### src/rtl/nn_pkg.sv
// Shared constants, state enum and helpers for the MNIST output stage.
// Used by nn_output_classifier and nn_avl_rd_tracker.
package nn_pkg;
  localparam int N_HID           = 200;
  localparam int N_CLASS         = 10;
  localparam int WORDS_PER_CLASS = 201;
  localparam int ACC_W           = 24;
  localparam int MAX_PENDING     = 8;
  localparam int CNT_W           = 12;

  localparam logic [31:0] HID_BASE    = 32'd300000;
  localparam logic [31:0] W_BASE      = 32'd200000;
  localparam logic [31:0] RESULT_BASE = 32'd310000;
  localparam logic [31:0] SCORE_BASE  = 32'd320000;

  localparam logic [CNT_W-1:0] N_HID_RD = 12'd200;
  localparam logic [CNT_W-1:0] N_OUT_RD = 12'd2010;

  typedef enum logic [2:0] {
    S_IDLE,
    S_LOAD_HID,
    S_LOAD_OUT,
    S_WRITE,
    S_DUMP,
    S_DONE
  } state_t;

  function automatic logic [15:0] sat16(
    input logic signed [ACC_W-1:0] a
  );
    if (a > 24'sd32767)       return 16'h7fff;
    else if (a < -24'sd32768) return 16'h8000;
    else                      return a[15:0];
  endfunction
endpackage

### src/rtl/nn_avl_rd_tracker.sv
// Avalon read tracker: issued/received counters and outstanding-read gating.
// Ports: i_clr zeroes both counters; o_can_issue allows a new request.
module nn_avl_rd_tracker
  import nn_pkg::*;
(
  input  logic             clk,
  input  logic             rst_n,
  input  logic             i_clr,
  input  logic             i_accept,
  input  logic             i_rvalid,
  input  logic [CNT_W-1:0] i_total,
  output logic [CNT_W-1:0] o_issued,
  output logic             o_can_issue,
  output logic             o_all_recv
);
  localparam logic [CNT_W-1:0] MAXP = CNT_W'(MAX_PENDING);

  logic [CNT_W-1:0] r_issued;
  logic [CNT_W-1:0] r_received;
  logic [CNT_W-1:0] w_pend;

  always_ff @(posedge clk or negedge rst_n) begin
    if (!rst_n) begin
      r_issued   <= '0;
      r_received <= '0;
    end else if (i_clr) begin
      r_issued   <= '0;
      r_received <= '0;
    end else begin
      if (i_accept) r_issued   <= r_issued + 1'b1;
      if (i_rvalid) r_received <= r_received + 1'b1;
    end
  end

  assign w_pend      = r_issued - r_received;
  assign o_issued    = r_issued;
  assign o_can_issue = (r_issued < i_total) && (w_pend < MAXP);
  assign o_all_recv  = (r_received == i_total);
endmodule

### src/rtl/nn_output_classifier.sv
// MNIST output layer: binarize hidden sums, score 10 classes, write argmax.
// Ports: start/img_idx in, busy/done/class_out out, Avalon-MM master.
// Macro CLASSIFIER_SCORE_DUMP_EN adds a saturated per-class score dump.
module nn_output_classifier
  import nn_pkg::*;
(
  input  logic               clk,
  input  logic               reset_n,
  input  logic               start,
  input  logic [15:0]        img_idx,
  output logic               busy,
  output logic               done,
  output logic [3:0]         class_out,
  output logic [31:0]        address,
  output logic               chipselect,
  output logic               read_n,
  output logic               write_n,
  output logic [1:0]         byteenable,
  output logic signed [15:0] writedata,
  input  logic signed [15:0] readdata,
  input  logic               readdatavalid,
  input  logic               waitrequest
);
  state_t r_state, w_next;

  logic [15:0]             r_img;
  logic [N_HID-1:0]        r_hbit;
  logic signed [ACC_W-1:0] r_acc;
  logic signed [ACC_W-1:0] r_best;
  logic [3:0]              r_best_idx;
  logic [3:0]              r_cls;
  logic [7:0]              r_r;
  logic [3:0]              r_class;
`ifdef CLASSIFIER_SCORE_DUMP_EN
  logic signed [ACC_W-1:0] r_score [N_CLASS];
  logic [3:0]              r_dcnt;
`endif

  logic                    w_in_load;
  logic [CNT_W-1:0]        w_total;
  logic [CNT_W-1:0]        w_issued;
  logic                    w_can_issue;
  logic                    w_all_recv;
  logic                    w_accept;
  logic                    w_rvalid;
  logic                    w_clr;
  logic                    w_wr_ack;
  logic                    w_hsel;
  logic                    w_last;
  logic signed [ACC_W-1:0] w_sext;
  logic signed [ACC_W-1:0] w_acc_nxt;

  assign w_in_load = (r_state == S_LOAD_HID) || (r_state == S_LOAD_OUT);
  assign w_total   = (r_state == S_LOAD_HID) ? N_HID_RD : N_OUT_RD;
  assign w_accept  = !read_n && !waitrequest;
  assign w_wr_ack  = !write_n && !waitrequest;
  // Responses outside a load phase are stale and must not count.
  assign w_rvalid  = readdatavalid && w_in_load;
  assign w_clr     = (r_state != w_next);

  nn_avl_rd_tracker u_trk (
    .clk         (clk),
    .rst_n       (reset_n),
    .i_clr       (w_clr),
    .i_accept    (w_accept),
    .i_rvalid    (w_rvalid),
    .i_total     (w_total),
    .o_issued    (w_issued),
    .o_can_issue (w_can_issue),
    .o_all_recv  (w_all_recv)
  );

  // r_r is the response index within a class (word 0 = bias).
  assign w_sext    = {{(ACC_W-16){readdata[15]}}, readdata};
  assign w_hsel    = (r_r != 8'd0) && r_hbit[r_r - 8'd1];
  assign w_last    = (r_r == 8'(N_HID));
  assign w_acc_nxt = (r_r == 8'd0) ? w_sext :
                     (w_hsel ? r_acc + w_sext : r_acc);

  always_ff @(posedge clk or negedge reset_n) begin
    if (!reset_n) r_state <= S_IDLE;
    else          r_state <= w_next;
  end

  always_comb begin
    w_next = r_state;
    unique case (r_state)
      S_IDLE:     if (start) w_next = S_LOAD_HID;
      S_LOAD_HID: if (w_all_recv) w_next = S_LOAD_OUT;
      S_LOAD_OUT: if (w_all_recv) w_next = S_WRITE;
`ifdef CLASSIFIER_SCORE_DUMP_EN
      S_WRITE:    if (w_wr_ack) w_next = S_DUMP;
      S_DUMP:     if (w_wr_ack && r_dcnt == 4'd9) w_next = S_DONE;
`else
      S_WRITE:    if (w_wr_ack) w_next = S_DONE;
      S_DUMP:     w_next = S_IDLE;
`endif
      S_DONE:     w_next = S_IDLE;
      default:    w_next = S_IDLE;
    endcase
  end

  always_ff @(posedge clk or negedge reset_n) begin
    if (!reset_n) begin
      r_img      <= '0;
      r_hbit     <= '0;
      r_acc      <= '0;
      r_best     <= '0;
      r_best_idx <= '0;
      r_cls      <= '0;
      r_r        <= '0;
      r_class    <= '0;
`ifdef CLASSIFIER_SCORE_DUMP_EN
      r_dcnt     <= '0;
      for (int i = 0; i < N_CLASS; i++) r_score[i] <= '0;
`endif
    end else begin
      if (r_state == S_IDLE && start) begin
        r_img <= img_idx;
        r_cls <= '0;
        r_acc <= '0;
`ifdef CLASSIFIER_SCORE_DUMP_EN
        r_dcnt <= '0;
`endif
      end
      if (w_clr) r_r <= '0;
      if (w_rvalid && r_state == S_LOAD_HID) begin
        r_hbit[r_r] <= ~readdata[15];
        r_r         <= r_r + 8'd1;
      end
      if (w_rvalid && r_state == S_LOAD_OUT) begin
        r_acc <= w_acc_nxt;
        if (w_last) begin
          r_r   <= '0;
          r_cls <= r_cls + 4'd1;
          // Class 0 seeds best; strict > keeps the lowest index on ties.
          if (r_cls == 4'd0 || w_acc_nxt > r_best) begin
            r_best     <= w_acc_nxt;
            r_best_idx <= r_cls;
          end
`ifdef CLASSIFIER_SCORE_DUMP_EN
          r_score[r_cls] <= w_acc_nxt;
`endif
        end else begin
          r_r <= r_r + 8'd1;
        end
      end
`ifdef CLASSIFIER_SCORE_DUMP_EN
      if (r_state == S_DUMP && w_wr_ack) r_dcnt <= r_dcnt + 4'd1;
`endif
      if (w_next == S_DONE && r_state != S_DONE) r_class <= r_best_idx;
    end
  end

  // Bus outputs decode from registered state, so they stay put
  // across waitrequest and drop to idle values on reset.
  always_comb begin
    read_n    = 1'b1;
    write_n   = 1'b1;
    address   = '0;
    writedata = '0;
    if (w_in_load && w_can_issue) begin
      read_n  = 1'b0;
      address = ((r_state == S_LOAD_HID) ? HID_BASE : W_BASE)
              + 32'(w_issued);
    end
    if (r_state == S_WRITE) begin
      write_n   = 1'b0;
      address   = RESULT_BASE + 32'(r_img);
      writedata = {12'd0, r_best_idx};
    end
`ifdef CLASSIFIER_SCORE_DUMP_EN
    if (r_state == S_DUMP) begin
      write_n   = 1'b0;
      address   = SCORE_BASE + 32'(r_img) * 32'd10 + 32'(r_dcnt);
      writedata = sat16(r_score[r_dcnt]);
    end
`endif
  end

  assign chipselect = 1'b1;
  assign byteenable = 2'b11;
  assign busy       = (r_state != S_IDLE) && (r_state != S_DONE);
  assign done       = (r_state == S_DONE);
  assign class_out  = r_class;
endmodule

### config.mk
export PLATFORM = sky130hd
export DESIGN_NAME = nn_output_classifier
export DESIGN_NICKNAME = d
export VERILOG_FILES = /design/src/rtl/nn_pkg.sv /design/src/rtl/nn_avl_rd_tracker.sv /design/src/rtl/nn_output_classifier.sv
export SDC_FILE = /design/constraint.sdc
export NUM_CORES = 1
export LEC_CHECK = 0
export BUFFER_PORTS_ARGS = -buffer_cell sky130_fd_sc_hd__buf_4
export CAP_MARGIN = 20
export CORE_MARGIN = 2
export CORE_UTILIZATION = 40
export CTS_CLUSTER_DIAMETER = 200
export CTS_CLUSTER_SIZE = 12
export DETAILED_ROUTE_END_ITERATION = 16
export PLACE_DENSITY_LB_ADDON = 0.12
export SETUP_SLACK_MARGIN = 0.1
export SYNTH_ARGS = -nofsm -noshare
export SYNTH_HDL_FRONTEND = slang
export SYNTH_SLANG_ARGS = --single-unit
### constraint.sdc
create_clock -name clk -period 8.6 [get_ports clk]
set_clock_uncertainty 0.1 [all_clocks]
set_input_delay 1.29 -clock clk [delete_from_list [all_inputs] [get_ports clk]]
set_output_delay 1.29 -clock clk [all_outputs]
set_load 0.05 [all_outputs]
==> results of run 1 <==
cell usage after synthesis (all sizes together), types with 7 or more instances:
| master | instances | area, um2 |
|---|---|---|
| and3 | 24 | 150 |
| o22ai | 13 | 87.6 |
| buf | 47 | 347 |
| mux2 | 27 | 304 |
| a21o | 16 | 120 |
| xor2 | 14 | 123 |
| and2 | 7 | 43.8 |
| a31oi | 16 | 100 |
| nand2b | 13 | 81.3 |
| a211oi | 12 | 95.1 |
| nand4 | 20 | 125 |
| xnor2 | 38 | 340 |
| o21a | 8 | 60.1 |
| or3 | 12 | 75.1 |
| mux4 | 55 | 1240 |
| o21ai | 262 | 1310 |
| nand3 | 29 | 145 |
| a22o | 20 | 175 |
| a21oi | 64 | 320 |
| nor2 | 76 | 304 |
| nand2 | 138 | 521 |
| nor2b | 17 | 106 |
| o31ai | 209 | 1570 |
| mux2i | 33 | 330 |
| inv | 69 | 259 |
| ha | 77 | 963 |
| dfrtp | 311 | 7780 |
| clkbuf | 133 | 499 |
| nor3 | 17 | 85.1 |
| o41ai | 8 | 70.1 |
final cells by class:
type / instances / area (um2) / share of cell area, %
sequential: 311 / 7790 / 38.9
inverter: 69 / 259 / 1.29
clock buffer: 31 / 733 / 3.66
timing repair buffer: 96 / 853 / 4.26
clock inverter: 1 / 20.0 / 0.100
tap: 600 / 751 / 3.75
multi-input combinational: 1327 / 9610 / 48.0
logic make-up (layout without fill, tap and decap cells):
group | count (synthesis) | in the layout
AOI/OAI and AO/OA | 671 | 671
xor gates and xnor gates | 52 | 52
adders and majority gates | 78 | 78
buffers and inverters | 249 | 197
DFF | 311 | 311
muxes | 115 | 115
other | 2 | 28
and+or+nand+nor | 383 | 383
critical path, stage by stage (launching register included):
cell and delay, ns:
dfrtp_1 0.51, inv_1 0.15, ha_2 0.78, buf_12 0.30, mux4_2 0.34, mux4_2 0.54, nor2_1 0.12, a211o_1 0.12
nand4_1 0.13, o22ai_4 0.43, buf_4 0.34, mux2i_1 0.26, nand2_1 0.10, nand2_1 0.09, ha_1 0.24, nor2b_1 0.14
o21a_1 0.16, o21a_1 0.16, o21ai_0 0.16, a211o_1 0.14, a21oi_1 0.11, or3_1 0.36, a31oi_1 0.12, or4_1 0.73
mux2_2 0.42
report_power, final:
group	internal (uW)	switching, uW
Clock	597	553
Combinational	863	1350
Sequential	1550	95.1
Total	3010	1990
worst max path at each step:
stage / from / to / slack [ns] / cells past startpoint
floorplan: r_r[0] / r_best[10] / 1.89 / 30
global placement: r_r[1] / r_best[12] / 1.34 / 24
detailed placement: r_r[1] / r_best[9] / 1.35 / 24
CTS: r_r[1] / r_best[7] / 1.32 / 24
global route: r_r[1] / r_best[9] / 0.90 / 24
finish: r_r[1] / r_best[2] / 1.37 / 24
stage by stage:
stage | std cells | setup slack, ns
global route | 2435 | 0.898
detailed placement | 2392 | 1.35
CTS | 2424 | 1.32
floorplan | 1887 | 1.89
finish | 2435 | 1.37
global placement | 2391 | 1.34
registers in the layout, summed over array words and instances (netlist names), 8 cells and up:
signal and cells:
r_acc 24, r_best 24, r_hbit 200, r_img 16
r_r 8, u_trk.o_issued 12, u_trk.r_received 12
cells in the final DEF, fill, tap and decap left out, types with 12 or more instances in the layout:
cell,netlist,final
a21o_1,16,16
a21oi_1,64,64
a22o_1,20,20
a31oi_1,16,16
and3_1,24,24
buf_4,35,80
clkbuf_16,0,29
conb_1,2,28
dfrtp_1,311,310
ha_1,77,76
inv_1,68,68
mux2_2,27,27
mux2i_1,33,33
mux4_2,55,55
nand2_1,137,137
nand2b_1,13,13
nand3_1,29,29
nand4_1,20,20
nor2_1,74,74
nor2b_1,17,17
nor3_1,17,17
o21ai_0,259,259
o22ai_1,12,12
o31ai_1,208,208
or3_1,12,12
xnor2_1,37,37
xor2_1,14,14
routing by layer:
metal | track usage [%] | wire length [um]
met5 | 0 | 0
met2 | 33.2 | 22300
met3 | 2.51 | 2020
met4 | 5.26 | 1200
met1 | 29.0 | 22900
==> key figures, run 1 <==
Run status
  • Status: finished clean

Detailed routing
  • DRT Pass-1 Iters: 5
  • Wire length per cell: roughly 20 um
  • Final WL: 48,400 um
  • DR vias/cell: 5.83
  • Starting DRC count in detailed routing: 1,104
  • DR vias: approximately 14,000
  • DRT antenna net count: 0
  • Residual DRC count: 0

Place
  • Placed cell area: 19,100 um2
  • GP Congestion: 0.890
  • Port bufs: 67
  • HPWL Detailed: roughly 32,000 um

Floorplanning
  • Io pins: 96
  • Die ar.: between 40,000 and 50,000 um2
  • CORE AREA: between 40,000 and 50,000 um2
  • Rows: 78
  • Die W: 218 um
  • Die height: between 200 and 250 um
  • Initial core utilization: 40.5%

Job
  • Max cap viols: 0

Power and ir drop
  • Leakage: 0.00879 uW
  • VDD IR max: 0.000145 V
  • Power consumption: approximately 5000 uW
  • Pwr/cell area: 250 nW/um2

Timing
  • Fin crit period: just over 7 ns
  • Slew Viols, Final: 0
  • Final period utilization: 84.0%
  • Setup TNS: 0 ns
  • RSZ-0062 raised after global routing: false
  • Hold Fails Final Rpt: 0
  • Relative max-transition margin: between 20% and 30%
  • Worst Tran Pin Value: ~1.1 ns
  • Min Hold Slack: 0.387 ns
  • Max Fclk: around 140 MHz
  • # setup viols final: 0

Clock network
  • Cts hold-fix bufs: 0
  • Cts repair resizes: 0
  • Clock root buffer: clkbuf_16
  • CTS tree: done
  • Setup Buffers After CTS: 0
  • Htree depth: 1
  • CTS Buf Count: 29
  • Clock sinks: 311
  • Clk buf depth: 3
  • Reg clk slew, reported paths: 0.07 ns
  • Later-pin clock latency in the skew report: just under 0.6 ns

Worst setup path
  • Worst setup SP type: flop
  • Worst flop-to-flop path endpoint: r_best[2]
  • Worst Reg-to-Reg Cells: 24
  • Crit path required time: 8.96 ns
  • CP Capture Type: flop
  • Reg-to-Reg Start: r_r[1]
  • CP Class: reg2reg
  • R2R setup slack: 1.37 ns
  • Crit Path Max Fanout: 30
  • Arr. time, crit path: about 7.6 ns

Finish
  • Number of fill cells: 4,377
  • Fin area: around 20,000 um2
  • Layout area overhead: 8.89%
  • Share of cells above drive strength 1: 12.4%
  • Final nets: 1,949
  • Post-layout util: 44.1%
  • Antenna cells: 0

Yosys
  • Post-Synthesis Cells: between 1,500 and 2,000
  • FF+latch count, synth: 311
  • Sequential element share of the synthesized area: 42.3%
  • Most used flip-flop cell after synthesis: dfrtp_1
  • Cell Area, Synth: 18,400 um2
  • Post-Synth Adder-Cell Area: 5.35%
  • Simple-gate area share of the yosys netlist: about a tenth
  • Compound-cell area share of the yosys netlist: 23.3%
  • Largest family of logic cells by synthesized area: compound AO/OA/AOI/OAI gates
  • Asr flop ratio synth: between 90% and 100%
  • Warnings, synthesis: 0
  • Syn avg cell area: 9.88 um2
  • Mux cell area share after synthesis: around a tenth
  • Number of synthesized flops with an enable pin: 0
  • Synth unique cells: 75
  • Synth Area in XOR/XNOR: 2.52%

Global routing
  • GRT Total Usage: between 20% and 30%
  • GRT Residual Overflow: 0
  • Initial antenna violation count: 0
  • Vias in the first global route: 13,700
  • Global-route wire length before repair: a little under 80,000 um
  • Largest net degree at the start of global routing: 163

Hold path
  • Worst hold path cell count: 2
  • Hold path startpoint: r_best[19]
  • Min-Delay Endpoint: r_best[19]
  • Hold/Removal Path Class: reg2reg
(Power assumes the default switching activity.)
==> run 2, diff against run 1 <==
--- a/config.mk
+++ b/config.mk
@@ -5,6 +5,7 @@
 export SDC_FILE = /design/constraint.sdc
 export NUM_CORES = 1
 export LEC_CHECK = 0
+export ABC_AREA = 1
 export BUFFER_PORTS_ARGS = -buffer_cell sky130_fd_sc_hd__buf_4
 export CAP_MARGIN = 20
 export CORE_MARGIN = 2
==> constraint.sdc (replaced) <==
create_clock -name clk -period 6.3 [get_ports clk]
set_clock_uncertainty 0.1 [all_clocks]
set_input_delay 0.945 -clock clk [delete_from_list [all_inputs] [get_ports clk]]
set_output_delay 0.945 -clock clk [all_outputs]
set_load 0.05 [all_outputs]
==> run 2 against run 1 <==
  * Sequential power up 47%
  * Power up 86%
  * Global-route usage up 2.1 points
  * Non-clock buffer count up 19
  * Count of clock-buffer cells in the layout unchanged
  * Area after synthesis up 3.6%
  * Final cell count up 27%
  * Critical endpoint is now r_best[18]
  * Via count up 21%
  * Die area up 3.5%
  * Register-to-register slack worse by 0.63 ns
  * Combinational power up 140%
==> key figures, run 2 <==
Run status
  • Status: finished clean

Place
  • HPWL Detailed: 36,200 um (+15%)
  • GP Congestion: 0.873 (-1.9%)
  • Port bufs: 67 (unchanged)

Power and ir drop
  • Clock power frac: 17.0% (-6.0 points)
  • Sequential power share: 26.0% (-6.9 points)
  • Combinational power share: 57.0% (+13 points)
  • Net Sw Frac: 49.9% (+10 points)
  • VDD IR max: 0.000408 V (+180%)
  • Pwr/cell area: 448 nW/um2 (+79%)
  • Leakage: 0.00988 uW (+12%)
  • Internal: 4660 uW (+55%)
  • Switching Power: 4640 uW (+130%)

Finish
  • Most flops, register: r_hbit
  • Biggest regs: r_hbit (200), r_acc (24), r_best (24)
  • Most common cell after layout, fill and taps aside: nand2_1
  • Largest register FFs: 200 (unchanged)
  • Multi-input combinational cell area: 9880 um2 (+2.8%)
  • FF/Latch Area: 7790 um2 (unchanged)
  • Commonest cells after routing, fill and taps aside: nand2_1 (573), nand3_1 (318), dfrtp_1 (310), a21oi_1 (268), a31oi_1 (203)
  • Antenna cells: 0 (unchanged)
  • Layout area overhead: 9.07%
  • Number of fill cells: 4,784 (+9.3%)
  • Share of cells above drive strength 1: 9.64% (-2.8 points)
  • Final nets: 2,593 (+33%)

Worst setup path
  • CP peak stage delay: 0.62 ns (-0.16 ns)
  • Crit Path Max Fanout: 27 (-10%)
  • Critical path's top delay family: simple AND/OR/NAND/NOR gates
  • CP Class: reg2reg
  • Worst setup SP type: flop
  • Buffers and inverters on the worst path: 6 (+3)
  • Most frequent CP cell: nand3_1
  • CP Capture Type: flop
  • Arr. time, crit path: 5.90 ns (-1.69 ns)
  • Worst path slowest cell: dfrtp_4
  • Crit path required time: 6.65 ns (-2.31 ns)

Global routing
  • Vias in the first global route: 16,500 (+20%)
  • GRT Residual Overflow: 0 (unchanged)
  • Largest net degree at the start of global routing: 121 (-26%)
  • Global-route wire length before repair: 91,400 um (+17%)
  • GRT Total Usage: 22.6% (+2.1 points)
  • Initial antenna violation count: 0 (unchanged)

Clock network
  • Clock sinks: 311 (unchanged)
  • Clock root buffer: clkbuf_16
  • Reg clk slew, reported paths: 0.07 ns (about the same)
  • CTS Buf Count: 29 (unchanged)
  • Later-pin clock latency in the skew report: 0.60 ns (about the same)
  • Cts repair resizes: 0 (unchanged)
  • CTS tree: done
  • Clk buf depth: 3 (unchanged)
  • Setup Buffers After CTS: 0 (unchanged)
  • Cts hold-fix bufs: 0 (unchanged)
  • Htree depth: 1 (unchanged)

Detailed routing
  • DRT antenna net count: 0 (unchanged)
  • Residual DRC count: 0 (unchanged)
  • Starting DRC count in detailed routing: 1,478 (+34%)
  • DR vias/cell: 5.57 (-4.5%)
  • Wire length per cell: 18.0 um (-9.3%)
  • DR vias: 17,200 (+21%)
  • Final WL: 55,600 um (+15%)
  • DRT Pass-1 Iters: 7 (+2)

Timing
  • Relative max-transition margin: 24.5% (-2.2 points)
  • Fin crit period: 5.55 ns (-1.67 ns)
  • Max Fclk: 180 MHz (+30%)
  • Final period utilization: 88.1% (+4.1 points)
  • Setup TNS: 0 ns (unchanged)
  • # setup viols final: 0 (unchanged)
  • Worst Tran Pin Value: 1.13 ns (+0.0291 ns)
  • Min Hold Slack: 0.337 ns (-0.0508 ns)
  • RSZ-0062 raised after global routing: false
  • Hold Fails Final Rpt: 0 (unchanged)
  • Slew Viols, Final: 0 (unchanged)

Yosys
  • Number of synthesized flops with an enable pin: 0 (unchanged)
  • Syn avg cell area: 7.60 um2 (-23%)
  • Warnings, synthesis: 0 (unchanged)
  • Synth top area share: 40.9% (-1.5 points)
  • Most frequent cell after synthesis: nand2_1
  • FF+latch count, synth: 311 (unchanged)
  • Asr flop ratio synth: 100% (unchanged)
  • Dominant cell type by area after synthesis: dfrtp_1
  • Cell Area, Synth: 19,000 um2 (+3.6%)
  • Top post-synthesis cells by count: nand2_1 (573), nand3_1 (318), dfrtp_1 (311)
  • Synth unique cells: 55 (-27%)
  • Post-Synthesis Cells: 2,505 (+35%)
  • Sequential element share of the synthesized area: 40.9% (-1.5 points)
  • Most used flip-flop cell after synthesis: dfrtp_1
  • Top cells by area, synth: dfrtp_1 (41%), nand2_1 (11%), nand3_1 (8.4%)

Floorplanning
  • Io pins: 96 (unchanged)
  • Rows: 79 (+1.3%)
  • Initial core utilization: 40.7% (+0.22 points)
  • Die W: 222 um (+1.7%)
  • Die height: 222 um (+1.7%)
  • CORE AREA: 46,800 um2 (+3.0%)
  • Die ar.: 49,400 um2 (+3.5%)

Job
  • Max cap viols: 0 (unchanged)

Hold path
  • Hold/Removal Path Class: in2async
run 2: cell types whose count changed in the layout (fill, tap and decap cells not counted), sizes merged, moves of 33 or more:
cell,previous run,this run
a21oi,64,271
a31oi,16,203
o21ai,262,72
nor2,76,134
mux2i,33,0
nand3,29,324
nand2,138,578
o31ai,209,9
mux4,55,0
inv,70,162
run 2: path summary, 6_finish.rpt:
| check | cells after the start | start | slack [ns] | end |
|---|---|---|---|---|
| max | 28 | r_r[0] | 0.75 | r_best[18] |
| min | 1 | reset_n | 0.34 | r_img[11] |
| max reg2reg | 28 | r_r[0] | 0.75 | r_best[18] |
| min reg2reg | 2 | r_best[1] | 0.38 | r_best[1] |
| max in group asynchronous | 2 | reset_n | 4.53 | r_hbit[163] |
| min in group clk | 2 | r_best[1] | 0.38 | r_best[1] |
run 2: final cells by class:
| class | instances | area share (%) |
|---|---|---|
| clock buffer | 31 | 3.53 |
| tap | 607 | 3.66 |
| multi-input combinational | 1858 | 47.6 |
| clock inverter | 1 | 0.0964 |
| sequential | 311 | 37.5 |
| timing repair buffer | 115 | 4.67 |
| inverter | 163 | 2.95 |
run 2: logic make-up after synthesis:
family / synth area share [%]
AOI/OAI and AO/OA: 17.4
xor gates and xnor gates: 2.29
adders and majority gates: 5.17
buffers and inverters: 8.22
DFF: 40.9
muxes: 0.414
other: 0.0395
and+or+nand+nor: 25.5
run 2: worst reg2reg max path, delay by kind of cell (launching register included):
kind | cells | cell delay [ns]
DFF | 1 | 0.62
adders and majority gates | 2 | 0.58
AOI/OAI and AO/OA | 2 | 0.20
and+or+nand+nor | 18 | 2.28
buffers and inverters | 6 | 1.65
run 2: per-layer routing:
metal | share of wire, % | global-route usage (%)
met1 | 47 | 31.5
met2 | 47 | 37.7
met3 | 4.2 | 2.53
met4 | 2.0 | 4.75
met5 | 0 | 0
run 2: metrics by stage:
step	utilization, %	std cells	instance area, um2	setup slack, ns	total power [uW]
floorplan	-	2531	19100	1.74	6310
global placement	42.6	3048	19900	0.854	7650
detailed placement	42.7	3052	20000	0.791	7740
CTS	44.3	3084	20700	0.770	9360
global route	44.4	3086	20800	0.180	10100
finish	44.4	3086	20800	0.748	9300
run 2: power groups by stage:
stage / sequential, uW / combinational (uW) / clock [uW]
final: 2420 / 5300 / 1580
after global routing: 2440 / 5980 / 1710
after CTS: 2410 / 5320 / 1640
after detailed placement: 2440 / 5300 / 0
after global placement: 2440 / 5210 / 0
after floorplan: 2400 / 3920 / 0
